==> config.mk <==
export PLATFORM = sky130hd
export DESIGN_NAME = muldiv_unit
export DESIGN_NICKNAME = d
export VERILOG_FILES = /design/src/rtl/muldiv_unit.sv
export SDC_FILE = /design/constraint.sdc
export NUM_CORES = 1
export LEC_CHECK = 0
export BUFFER_PORTS_ARGS = -buffer_cell sky130_fd_sc_hd__clkbuf_2
export CAP_MARGIN = 20
export CORE_ASPECT_RATIO = 0.8
export CORE_MARGIN = 10
export CORE_UTILIZATION = 46
export DETAILED_ROUTE_END_ITERATION = 10
export GPL_TIMING_DRIVEN = 1
export HOLD_SLACK_MARGIN = 0.1
export PLACE_DENSITY = 0.75
export SYNTH_ARGS = -nofsm -noshare
export SYNTH_HDL_FRONTEND = slang
export SYNTH_SLANG_ARGS = --single-unit
export TNS_END_PERCENT = 1
==> constraint.sdc <==
create_clock -name clk -period 10.2 [get_ports clk]
set_input_delay 2.04 -clock clk [delete_from_list [all_inputs] [get_ports clk]]
set_output_delay 2.04 -clock clk [all_outputs]
set_load 0.01 [all_outputs]
==> src/rtl/muldiv_unit.sv <==
// Iterative multiply/divide unit: radix-2 shift-add multiply and restoring divide
// with HI/LO result registers and a fixed WIDTH+1 cycle latency.
module muldiv_unit #(
  parameter int WIDTH = 32
) (
  input  logic             clk,
  input  logic             rst,
  input  logic             start,
  input  logic [1:0]       op,
  input  logic [WIDTH-1:0] operand1,
  input  logic [WIDTH-1:0] operand2,
  input  logic             flush,
  output logic             busy,
  output logic             done,
  output logic [WIDTH-1:0] hi,
  output logic [WIDTH-1:0] lo,
  output logic             div_zero
);

  localparam int CW = $clog2(WIDTH);

  typedef enum logic [1:0] {
    S_IDLE = 2'd0,
    S_CALC = 2'd1,
    S_FIX  = 2'd2
  } state_t;

  state_t             r_state, w_state_nxt;
  logic [CW-1:0]      r_cnt;
  logic               r_is_div, r_neg_a, r_neg_b, r_dz;
  logic               r_done, r_div_zero;
  logic [WIDTH-1:0]   r_b, r_hi, r_lo;
  logic [2*WIDTH-1:0] r_acc;

  logic               w_accept, w_signed, w_finish;
  logic [WIDTH-1:0]   w_mag1, w_mag2, w_quo, w_rem, w_hi_res, w_lo_res;
  logic [WIDTH:0]     w_sum, w_shift;
  logic [WIDTH+1:0]   w_diff;
  logic [2*WIDTH-1:0] w_step, w_prod;

  assign w_accept = (r_state == S_IDLE) && start;
  assign w_finish = (r_state == S_FIX) && !flush;
  assign w_signed = ~op[0];
  assign w_mag1   = (w_signed && operand1[WIDTH-1]) ? -operand1 : operand1;
  assign w_mag2   = (w_signed && operand2[WIDTH-1]) ? -operand2 : operand2;

  // State register and step counter.
  always_ff @(posedge clk or negedge rst) begin
    if (!rst) begin
      r_state <= S_IDLE;
      r_cnt   <= '0;
    end else begin
      // NOTE: non-blocking assignments keep every register updating from pre-edge values.
      r_state <= w_state_nxt;
      if (w_accept)               r_cnt <= '0;
      else if (r_state == S_CALC) r_cnt <= r_cnt + 1'b1;
    end
  end

  always_comb begin
    // NOTE: default first so every path assigns the output and no latch is inferred.
    w_state_nxt = r_state;
    unique case (r_state)
      S_IDLE: if (start) w_state_nxt = S_CALC;
      S_CALC: begin
        if (flush)                          w_state_nxt = S_IDLE;
        else if (r_cnt == CW'(WIDTH - 1))   w_state_nxt = S_FIX;
      end
      S_FIX:   w_state_nxt = S_IDLE;
      default: w_state_nxt = S_IDLE;
    endcase
  end

  // One radix-2 step plus the sign-corrected results presented at FIX.
  always_comb begin
    w_sum   = {1'b0, r_acc[2*WIDTH-1:WIDTH]} + {1'b0, r_b};
    w_shift = {r_acc[2*WIDTH-1:WIDTH], r_acc[WIDTH-1]};
    w_diff  = {1'b0, w_shift} - {2'b00, r_b};
    if (r_is_div)
      w_step = w_diff[WIDTH+1] ? {w_shift[WIDTH-1:0], r_acc[WIDTH-2:0], 1'b0}
                               : {w_diff[WIDTH-1:0],  r_acc[WIDTH-2:0], 1'b1};
    else
      w_step = r_acc[0] ? {w_sum, r_acc[WIDTH-1:1]} : {1'b0, r_acc[2*WIDTH-1:1]};

    w_prod = (r_neg_a ^ r_neg_b) ? -r_acc : r_acc;
    w_quo  = r_acc[WIDTH-1:0];
    w_rem  = r_acc[2*WIDTH-1:WIDTH];
    if (r_is_div) begin
      // With a zero divisor the remainder is |dividend|, so restoring its sign yields operand1.
      w_hi_res = r_neg_a ? -w_rem : w_rem;
      w_lo_res = r_dz ? '1 : ((r_neg_a ^ r_neg_b) ? -w_quo : w_quo);
    end else begin
      w_hi_res = w_prod[2*WIDTH-1:WIDTH];
      w_lo_res = w_prod[WIDTH-1:0];
    end
  end

  always_ff @(posedge clk or negedge rst) begin
    if (!rst) begin
      r_acc      <= '0;
      r_b        <= '0;
      r_is_div   <= 1'b0;
      r_neg_a    <= 1'b0;
      r_neg_b    <= 1'b0;
      r_dz       <= 1'b0;
      r_done     <= 1'b0;
      r_hi       <= '0;
      r_lo       <= '0;
      r_div_zero <= 1'b0;
    end else begin
      r_done <= w_finish;
      if (w_accept) begin
        r_is_div <= op[1];
        r_neg_a  <= w_signed & operand1[WIDTH-1];
        r_neg_b  <= w_signed & operand2[WIDTH-1];
        r_dz     <= op[1] && (operand2 == '0);
        r_acc    <= {{WIDTH{1'b0}}, (op[1] ? w_mag1 : w_mag2)};
        r_b      <= op[1] ? w_mag2 : w_mag1;
      end else if (r_state == S_CALC) begin
        r_acc <= w_step;
      end
      if (w_finish) begin
        r_hi       <= w_hi_res;
        r_lo       <= w_lo_res;
        r_div_zero <= r_dz;
      end
    end
  end

  assign busy     = (r_state != S_IDLE);
  assign done     = r_done;
  assign hi       = r_hi;
  assign lo       = r_lo;
  assign div_zero = r_div_zero;

endmodule
Word level (Yosys, flattened, before mapping)
Cells that the tools add are included.
- add/subtract/negate cells: 8
- mux-type cells: 21
- eq/ne operators: 5
- bitwise logic cells: 4
- reductions and logical operators: 11
- operators by type and width (kind ; number):
    $mux 64 ; 6
    $mux 32 ; 9
    $neg 32->32 ; 4
    $neg 64->64 ; 1
    $sub 33x32->34 ; 1
    $add 32x32->33 ; 1
    $logic_not 32->1 ; 1
    $mux 5 ; 2
    $mux 2 ; 3
    $add 5x1->5 const B ; 1
    $eq 5x5->1 const B ; 1
    $logic_and 1x1->1 ; 5
    $pmux 2 s2 ; 1
    $reduce_bool 2->1 ; 2
    $ne 3x2->1 const B ; 1
    $and 1x1->1 ; 2
    $eq 2x1->1 const B ; 1
    $eq 2x2->1 const B ; 1
    $logic_not 2->1 ; 1
    $ne 2x2->1 const B ; 1
    $reduce_and 2->1 ; 1
    $logic_not 1->1 ; 1
    $not 1->1 ; 1
    $xor 1x1->1 ; 1
- logic and storage cells: 61
- bits of input ports: 70
- output and inout port bits: 67
- bits in registers: 173

Logic depth before layout (Yosys ltp)
Gate-level depths: netlist of the first run.
- depth after elaboration: 5
- mapped depth: 14

Least setup slack after synthesis of the first run
No wires, ideal clock.
- kind: input -> register
- start point: input operand2[1]
- end point: register r_acc[30]
- setup time: 0.133 ns
- setup slack: 5.904 ns
- arrival: 4.163 ns
- data required time: 10.067 ns
- stages: 12
- cell sequence: inv_1 > ha_1 > or4b_2 > nor4_2 > nand3b_1 > nor2_1 > and3_1 > a21oi_1 > xnor2_1 > nor2_1 > a21oi_1 > o21ai_0
- word-level cells in the longest chain between the ends: 4
- ends and longest elaborated chain (what ; line ; source):
    from (decl) ; 11 ; input logic [WIDTH-1:0] operand2,
    $neg 32->32 ; 45 ; assign w_mag2 = (w_signed && operand2[WIDTH-1]) ? -operand2 : operand2;
    $mux 32 ; 45 ;
    $mux 32 ; 117 ; r_acc <= {{WIDTH{1'b0}}, (op[1] ? w_mag1 : w_mag2)};
    $mux 64 ; 112 ; if (w_accept) begin
    to (signal assigned) ; 117 ;
    to (signal assigned) ; 120 ; r_acc <= w_step;
    to (decl) ; 33 ; logic [2*WIDTH-1:0] r_acc;
Every way passes these cells.
A chain may end at the register's enable or synchronous reset.

Worst setup path in the final report of the first run
- start point: input operand2[0]
- end point: register r_b[28]
- word-level cells in the longest chain between the ends: 3
- ends and longest elaborated chain (what ; line ; source):
    $neg 32->32 ; 45 ;
    $mux 32 ; 45 ;
    $mux 32 ; 118 ; r_b <= op[1] ? w_mag2 : w_mag1;
    to (signal assigned) ; 118 ;
    to (decl) ; 32 ; logic [WIDTH-1:0] r_b, r_hi, r_lo;
Every way passes these cells.

==> results of run 1 <==
final timing paths:
path	start	cells after the start	endpoint	slack [ns]
min in group asynchronous	rst	1	r_b[19]	1.50
max in group asynchronous	rst	3	hi[26]	6.62
max	operand2[0]	13	r_b[28]	5.74
max reg2reg	r_acc[31]	14	r_acc[60]	6.13
min reg2reg	hi[27]	2	hi[27]	0.49
min	hi[27]	2	hi[27]	0.49
layout by cell type (no fill, tap or decap), drive strengths merged, types with 6 or more instances in the layout:
master  Yosys  final
nand2     219    219
o21ai     210    210
a21oi     182    182
dfrtp     173    173
nor2      170    170
clkbuf    103    152
xor2       93     93
xnor2      80     80
ha         70     70
inv        63     68
mux2i      52     52
o211ai     51     51
nor3       38     38
a21o       38     38
nand3      26     26
buf        18     25
o31ai      24     24
a211oi     23     23
a31oi      20     20
or3        17     17
nand2b     16     16
nor4       15     15
nor2b      13     13
nand4      12     12
or4        11     11
clkinv      2     10
o21a        9      9
o41ai       9      9
and2        8      8
and3        7      7
o21bai      6      6
a32o        6      6
o221ai      6      6
final cells by class:
cell class	count	area, um^2	area share (%)
Clock inverter	14	152.6	0.9476
Timing Repair Buffer	159	875.8	5.437
Clock buffer	18	439.2	2.726
Tap cell	420	525.5	3.262
Inverter	65	244.0	1.515
Sequential cell	173	4330	26.88
Multi-Input combinational cell	1504	9542	59.23
kinds of logic after synthesis:
group                    Yosys count
AO/OA/AOI/OAI                    633
XOR/XNOR                         173
adder cells (fa/ha/maj)           72
buffers and inverters            186
flip-flops                       173
multiplexers                      54
AND/OR/NAND/NOR                  572
metrics by stage:
step / total power (W) / setup slack, ns / cell area (um^2) / hold slack (ns) / cells
after CTS: 0.004334 / 5.799 / 16090 / 0.4868 / 2352
after global routing: 0.004719 / 5.446 / 16110 / 0.5147 / 2353
after floorplan: 0.002951 / 5.904 / 14550 / 0.4494 / 1863
after global placement: 0.003631 / 5.410 / 15490 / 0.4619 / 2319
after detailed placement: 0.003664 / 5.339 / 15500 / 0.4719 / 2320
final: 0.004404 / 5.736 / 16110 / 0.4861 / 2353
flip-flops by register name, indices dropped and copies added, names as in the netlist:
name / cells
r_is_div: 1
done: 1
r_acc: 64
div_zero: 1
r_b: 32
r_neg_b: 1
r_neg_a: 1
lo: 32
r_dz: 1
r_cnt: 5
hi: 32
r_state: 2
report_power, final:
part | leakage [nW] | internal, W | total [W] | switching, W
clock network | 0.286 | 0.000333 | 0.000663 | 0.000330
registers | 2.24 | 0.000826 | 0.00117 | 0.000348
logic | 4.66 | 0.00102 | 0.00257 | 0.00155
total | 7.19 | 0.00218 | 0.00440 | 0.00223
per-layer routing:
metal / GRT usage, % / share of wire [%]
met2: 35.97 / 42
met5: 0 / 0
met3: 7.015 / 11
met4: 6.739 / 1.9
met1: 35.44 / 45
critical path, cell delays in order:
cell and delay (ns):
clkbuf_2 0.13, inv_1 0.07, ha_1 0.18, or4b_2 0.67
nor4_2 0.40, nand3b_1 0.16, nor2_1 0.24, and3_1 0.24
nor2_1 0.06, xnor2_1 0.24, nand2_1 0.08, o211ai_1 0.12
o21ai_0 0.12
==> metrics.yaml, run 1 <==
synth_top_cell_by_area: "dfrtp_1"
synth_area_per_cell_um2: 7.808
antenna_found_initial: 0
grt_setup_unrepaired: "false"
grt_pass1_vias: 13240
die_w_um: 218.8
synth_cells: 1863
final-max-slew-violation-count: 0
worstSetupStartpointType: "input port"
relSlewSlack_pct: 35.09
areaGrowthSynthToFinish_pct: 10.74
synthFlopType: "dfrtp_1"
wl_per_cell_um: 20.90
drc: 0
path_max_fanout: 6
start_util_pct: 46.51
rows: 58
max-vdd-ir-drop_v: 0.0001361
synth_warnings: 0
yosysMostFrequentCell: "nand2_1"
ant_nets: 0
cts_root_buf: "clkbuf_16"
syn-num-nets: 2005
synthDistinctLibCells: 73
finClkSkew_ns: 0.01612
synthTopCellsByArea: "dfrtp_1 30%, o21ai_0 6.3%, a21oi_1 6.2%"
hold_viol: 0
leakage_nw: 7.189
dpl.hpwl_um: 37120
route.vias.total: 14370
synth-simple-area-share_pct: 18.30
grt_overflow: 0
synth-compound-area-share_pct: 26.67
grt_max_degree: 105
fin_tns_setup_ns: 0
finalWeightedCongestion: 1.005
clk_path_buf_depth: 2
async_flop_share_pct: 100.0
worst_pin_slew_ns: 0.9725
synth_top_area_share_pct: 29.76
critical_path_arrival_ns: 4.76
post_drt_via_cell_ratio: 6.106
cts_sinks: 173
routed_wl_um: 49170
fin_crit_ns: 4.464
firstDrtPassIters: 6
fin_nets: 2062
portBuffers: 136
diodes: 0
postCtsSetupBuffers: 0
post_cts_resized: 0
status: "finished, final reports clean"
powerDensity_nw_per_um2: 273.4
cts_hold_buf: 0
h-tree-depth: 4
cap_violations: 0
synth-edff-count: 0
setup.worst_path.class: "in -> reg"
end_kind: "register"
synth_xor_area_share_pct: 10.42
synthAdderAreaFrac_pct: 6.296
hold_class: "reg -> reg"
dr.first_iter.drc_count: 1799
min_period_over_period_pct: 43.77
fin_util_pct: 51.50
required_ns: 10.49
synth_top_family_by_area: "compound AO/OA/AOI/OAI gates"
synth_common_cells: "218 x nand2_1, 184 x o21ai_0, 181 x a21oi_1"
synth.cell_area_um2: 14550
cts_buffers: 17
fmax_ghz: 0.2240
grt_pass1_wl_um: 76530
io_pins: 137
final-setup-viol-count: 0
grt_usage_pct: 24.87
ys_seq_area_share_pct: 29.76
dieHeight_um: 179.1
tritoncts: "built"
synth.ff_latch_count: 173
clkTransAtPathRegs_ns: 0.07
muxShareOfSynthArea_pct: 3.733
core_area_um2: 31280
fillers: 2993
final_layout_size_suffix_gt1_share_pct: 11.59
die_area_um2: 39180
clk_latency_ns: 0.46
(Power assumes the default switching activity.)
==> inputs of run 2 (changes only) <==
- clock period: 10.2 -> 4.3 ns (I/O delays scaled with it)
==> run 2 against run 1 <==
  * Worst hold slack got worse by 0.11 ns
  * Cell area rose by 1.3%
  * Critical path depth is 1 higher
  * Non-clock buffer count increased by 24
  * Combinational power rose to 2.5 times the previous value
  * Critical endpoint is now r_acc[60]
  * Largest power group unchanged
  * Highest routed layer unchanged
==> metrics.yaml, run 2 (synthesis results as in run 1) <==
finalWeightedCongestion: 0.9898
sequentialPowerShare_pct: 24.0
final_layout_size_suffix_gt1_share_pct: 12.58
drc: 0
firstDrtPassIters: 6
grt_max_degree: 67
comb_power_share_pct: 60.6
tritoncts: "built"
switching_share_pct: 49.36
worstPathCellList: "inv_1 > ha_1 > inv_1 > fa_1 > a211oi_1 > o21bai_1 > o2111ai_1 > a21oi_1 > nor2b_1 > a211o_1 > nor2_1 > nor3_1 > a221o_1 > a32o_1"
post_drt_via_cell_ratio: 6.130
crit_top_cell: "inv_1"
grt_pass1_wl_um: 77680
postCtsSetupBuffers: 0
fmax_ghz: 0.2615
relSlewSlack_pct: 38.27
grt_overflow: 0
grt_usage_pct: 25.23
finClkSkew_ns: 0.01256
largest_reg_flops: 64
fillers: 2967
worstSetupStartpointType: "register"
final_common_cell: "nand2_1"
hold_viol: 0
crit_slowest_cell: "fa_1"
fin_ws_ns: 0.4764
setup.worst_path.class: "reg -> reg"
p_clk_share_pct: 15.5
route.vias.total: 14570
antenna_found_initial: 0
cap_violations: 0
power.switching_w: 0.005300
post_cts_resized: 0
path_max_fanout: 5
cts_hold_buf: 0
powerDensity_nw_per_um2: 658.1
fin_nets: 2086
dieHeight_um: 179.1
die_area_um2: 39180
status: "finished, final reports clean"
fin_tns_setup_ns: 0
end_kind: "register"
clkTransAtPathRegs_ns: 0.07
routed_wl_um: 50060
final_cell_mix: "216 x nand2_1, 184 x o21ai_0, 179 x a21oi_1, 172 x dfrtp_1, 168 x nor2_1"
max-vdd-ir-drop_v: 0.0003996
final-max-slew-violation-count: 0
place_area_um2: 15710
hold_class: "in -> async"
max_stage_delay_ns: 0.43
clk_latency_ns: 0.45
wl_per_cell_um: 21.07
grt_pass1_vias: 13480
dp_slack_ns: 0.5665
h-tree-depth: 4
ant_nets: 0
top_register: "r_acc"
dpl.hpwl_um: 38210
internal_power_w: 0.005437
areaGrowthSynthToFinish_pct: 12.17
fin_crit_ns: 3.824
portBuffers: 136
clk_path_buf_depth: 2
cts_buffers: 17
diodes: 0
ff2ff_path_depth: 14
die_w_um: 218.8
cts_root_buf: "clkbuf_16"
start_util_pct: 46.51
min_period_over_period_pct: 88.92
total_power_w: 0.01074
worst_pin_slew_ns: 0.9240
leakage_nw: 7.321
final-setup-viol-count: 0
core_area_um2: 31280
cts_sinks: 173
rows: 58
critical_path_arrival_ns: 4.16
io_pins: 137
grt_setup_unrepaired: "false"
final_cell_area_um2: 16320
required_ns: 4.64
dr.first_iter.drc_count: 1880
## run 2: cell count changes in the layout (fill, tap and decap cells not counted), sizes merged
cell,before,now
buf,25,49
clkinv,10,5
inv,68,69
bufinv,0,3
## run 2: worst paths after layout
check / end / startpoint / slack, ns
max: r_acc[60] / r_acc[31] / 0.48
min: r_b[23] / rst / 0.37
max reg2reg: r_acc[60] / r_acc[31] / 0.48
min reg2reg: div_zero / div_zero / 0.49
max in group asynchronous: lo[23] / rst / 3.00
min in group clk: div_zero / div_zero / 0.49
## run 2: area by class of cell
| type | count | area (um^2) | area share (%) |
|---|---|---|---|
| sequential | 173 | 4330 | 26.54 |
| inverter | 65 | 244.0 | 1.495 |
| multi-input combinational | 1504 | 9542 | 58.48 |
| clock buffer | 18 | 429.2 | 2.630 |
| timing repair buffer | 183 | 1065 | 6.526 |
| tap | 420 | 525.5 | 3.221 |
| clock inverter | 13 | 181.4 | 1.112 |
## run 2: layer usage
metal  wire length [um]  part of all wire [%]  track usage, %  vias to the layer above
met2              21450                    43           38.16                      737
met4                878                   1.8           6.223                        0
met1              22350                    45           35.77                     6926
met5                  0                     0               0                        -
li1                   -                     -               -                     6834
met3               5387                    11           5.531                       69
## run 2: power groups by stage
| stage | registers, W | clock network (W) | logic, W |
|---|---|---|---|
| after global placement | 0.00255 | 0 | 0.00624 |
| after global routing | 0.00260 | 0.00174 | 0.00709 |
| final | 0.00257 | 0.00166 | 0.00650 |
| after detailed placement | 0.00256 | 0 | 0.00630 |
| after CTS | 0.00253 | 0.00167 | 0.00635 |
| after floorplan | 0.00234 | 0 | 0.00466 |
## run 2: per-stage QoR
step | instances | hold slack [ns] | util, %
after global routing | 2376 | 0.4401 | 52.17
after detailed placement | 2345 | 0.4750 | 50.22
final | 2376 | 0.3736 | 52.17
after floorplan | 1863 | 0.4494 | -
after CTS | 2376 | 0.4113 | 52.17
after global placement | 2345 | 0.4646 | 50.22
## run 2: critical path: cells and delay by family (launching register included)
kind	cells	cell delay [ns]
AO/OA/AOI/OAI	7	2.08
adder cells (fa/ha/maj)	2	0.63
buffers and inverters	2	0.22
flip-flops	1	0.42
AND/OR/NAND/NOR	3	0.36
==> inputs of run 3 (changes only) <==
- ABC_AREA: unset -> 1
- PLACE_DENSITY: 0.75 -> 0.61
- SKIP_CTS_REPAIR_TIMING: unset -> 1
==> run 3 against run 2 <==
  * Total power grew 18%
  * Final cell count grew 54%
  * Area after synthesis grew 23%
  * Largest cell class unchanged
==> metrics.yaml, run 3 <==
ys_seq_area_share_pct: 24.25
powerDensity_nw_per_um2: 645.7
cap_violations: 0
critPathBufInv: 1
post_drt_via_cell_ratio: 5.595
antenna_found_initial: 0
worst_pin_slew_ns: 1.030
dpl.hpwl_um: 59900
route.vias.total: 20450
top_register: "r_acc"
tritoncts: "built"
synth_common_cells: "1087 x nand2_1, 439 x inv_1, 283 x nand3_1"
core_area_um2: 38280
final-max-slew-violation-count: 0
grt_pass1_wl_um: 113000
dieHeight_um: 196.2
critical_path_arrival_ns: 3.32
clk_path_buf_depth: 2
internal_power_w: 0.005387
cts_root_buf: "clkbuf_16"
areaGrowthSynthToFinish_pct: 10.13
comb_power_share_pct: 65.3
rows: 64
leakage_nw: 10.44
grt_max_degree: 100
synth_top_area_share_pct: 24.25
end_kind: "register"
hold_viol: 0
routed_wl_um: 74420
synthDistinctLibCells: 57
dr.first_iter.drc_count: 2292
fmax_ghz: 0.3411
grt_usage_pct: 31.12
crit_slowest_cell: "dfrtp_1"
sequentialPowerShare_pct: 21.9
path_max_fanout: 46
firstDrtPassIters: 6
clk_latency_ns: 0.48
start_util_pct: 46.63
synth_cells: 3051
die_w_um: 240.2
synth_top_cell_by_area: "dfrtp_1"
required_ns: 4.69
final_cell_mix: "1087 x nand2_1, 439 x inv_1, 283 x nand3_1, 265 x nor2_1, 172 x dfrtp_1"
grt_overflow: 0
grt_setup_unrepaired: "false"
grt_pass1_vias: 19130
max-vdd-ir-drop_v: 0.0003117
hold_class: "in -> async"
async_flop_share_pct: 100.0
ant_nets: 0
clkTransAtPathRegs_ns: 0.08
finClkSkew_ns: 0.01415
diodes: 0
yosysMostFrequentCell: "nand2_1"
fin_nets: 3289
worstPathCellList: "ha_1 > a21oi_1 > nand2_1 > o21bai_1 > a21oi_4 > nand2_8 > inv_4 > nand2_1 > nand3_1 > nand2_1 > o21ai_0"
io_pins: 137
syn-num-nets: 3193
max_stage_delay_ns: 0.72
cts_sinks: 173
cp_top_family: "compound AO/OA/AOI/OAI gates"
crit_top_cell: "nand2_1"
final_layout_size_suffix_gt1_share_pct: 7.911
synth.ff_latch_count: 173
switching_share_pct: 57.56
hold-worst-slack_ns: 0.4681
final_common_cell: "nand2_1"
p_clk_share_pct: 12.8
synthFlopType: "dfrtp_1"
h-tree-depth: 4
fin_ws_ns: 1.369
cts_buffers: 17
portBuffers: 136
worstSetupStartpointType: "register"
total_power_w: 0.01269
relSlewSlack_pct: 31.34
power.switching_w: 0.007306
fin_crit_ns: 2.931
final-setup-viol-count: 0
stdcell_count: 3655
wl_per_cell_um: 20.36
synthTopCellsByArea: "dfrtp_1 24%, nand2_1 23%, inv_1 9.2%"
synth_warnings: 0
status: "finished, final reports clean"
drc: 0
largest_reg_flops: 64
synth-edff-count: 0
finalWeightedCongestion: 1.004
fin_tns_setup_ns: 0
dp_slack_ns: 1.227
synth.cell_area_um2: 17850
min_period_over_period_pct: 68.17
die_area_um2: 47130
synth_area_per_cell_um2: 5.850
setup.worst_path.class: "reg -> reg"
dp.cells: 3622
==> run 3: cell count changes after synthesis, sizes merged, moves of 19 or more <==
cell	before	now
nand4	12	41
o31ai	24	2
nand2	219	1096
o21ai	210	130
a31oi	20	1
xnor2	80	8
mux2i	52	0
a21o	38	4
a211oi	23	1
clkbuf	103	63
inv	63	451
nor2	170	273
nand3	26	285
a21oi	182	137
==> run 3: power by group through the flow <==
stage                     Combinational, W  Clock (W)  Sequential [W]
after floorplan                    0.00583          0         0.00238
after global placement             0.00800          0         0.00274
after detailed placement           0.00804          0         0.00274
after CTS                          0.00808    0.00165         0.00271
after global routing               0.00921    0.00171         0.00277
final                              0.00829    0.00163         0.00277
==> run 3: worst register-to-register path: stages (launching register included) <==
cell	delay, ns
dfrtp_1	0.72
ha_1	0.41
a21oi_1	0.22
nand2_1	0.10
o21bai_1	0.22
a21oi_4	0.32
nand2_8	0.26
inv_4	0.29
nand2_1	0.08
nand3_1	0.08
nand2_1	0.07
o21ai_0	0.08
==> run 3: path summary, 6_finish.rpt <==
path	startpoint	to	slack [ns]	cells past startpoint
max in group asynchronous	rst	r_b[17]	2.86	2
min reg2reg	hi[13]	hi[13]	0.48	2
min in group clk	hi[13]	hi[13]	0.48	2
max	r_acc[55]	r_acc[39]	1.37	11
max reg2reg	r_acc[55]	r_acc[39]	1.37	11
min	rst	r_acc[62]	0.47	1
==> run 3: routing by layer <==
| metal | global-route usage, % | wire length, um | part of all wire (%) |
|---|---|---|---|
| met1 | 43.97 | 33100 | 44 |
| met2 | 45.06 | 30750 | 41 |
| met3 | 6.443 | 7504 | 10 |
| met4 | 12.70 | 3069 | 4.1 |
| met5 | 0 | 0 | 0 |
==> run 3: kinds of logic (layout without fill, tap and decap cells) <==
family	count (synthesis)	after routing	share of synthesized area [%]
fa+ha+maj	72	72	5.131
flops	173	173	24.25
simple gates	1779	1779	41.52
xor+xnor	88	88	4.318
compound gates	390	390	12.90
buf+inv	549	658	11.88
==> run 3: per-stage QoR <==
| stage | cell area [um^2] | utilization [%] |
|---|---|---|
| 3_3_place_gp | 19040 | 49.74 |
| 3_5_place_dp | 19040 | 49.74 |
| 4_1_cts | 19640 | 51.30 |
| 2_1_floorplan | 17850 | - |
| 6_report | 19660 | 51.36 |
| 5_1_grt | 19660 | 51.36 |
==> run 3: area by class of cell <==
type	instances	area, um^2
clock buffers	18	429.2
clock inverters	14	171.4
fillers	4074	18620
inverters	454	1707
multi-input cells	2329	11410
flip-flops and latches	173	4333
well taps	495	619.3
repair buffers	172	984.7
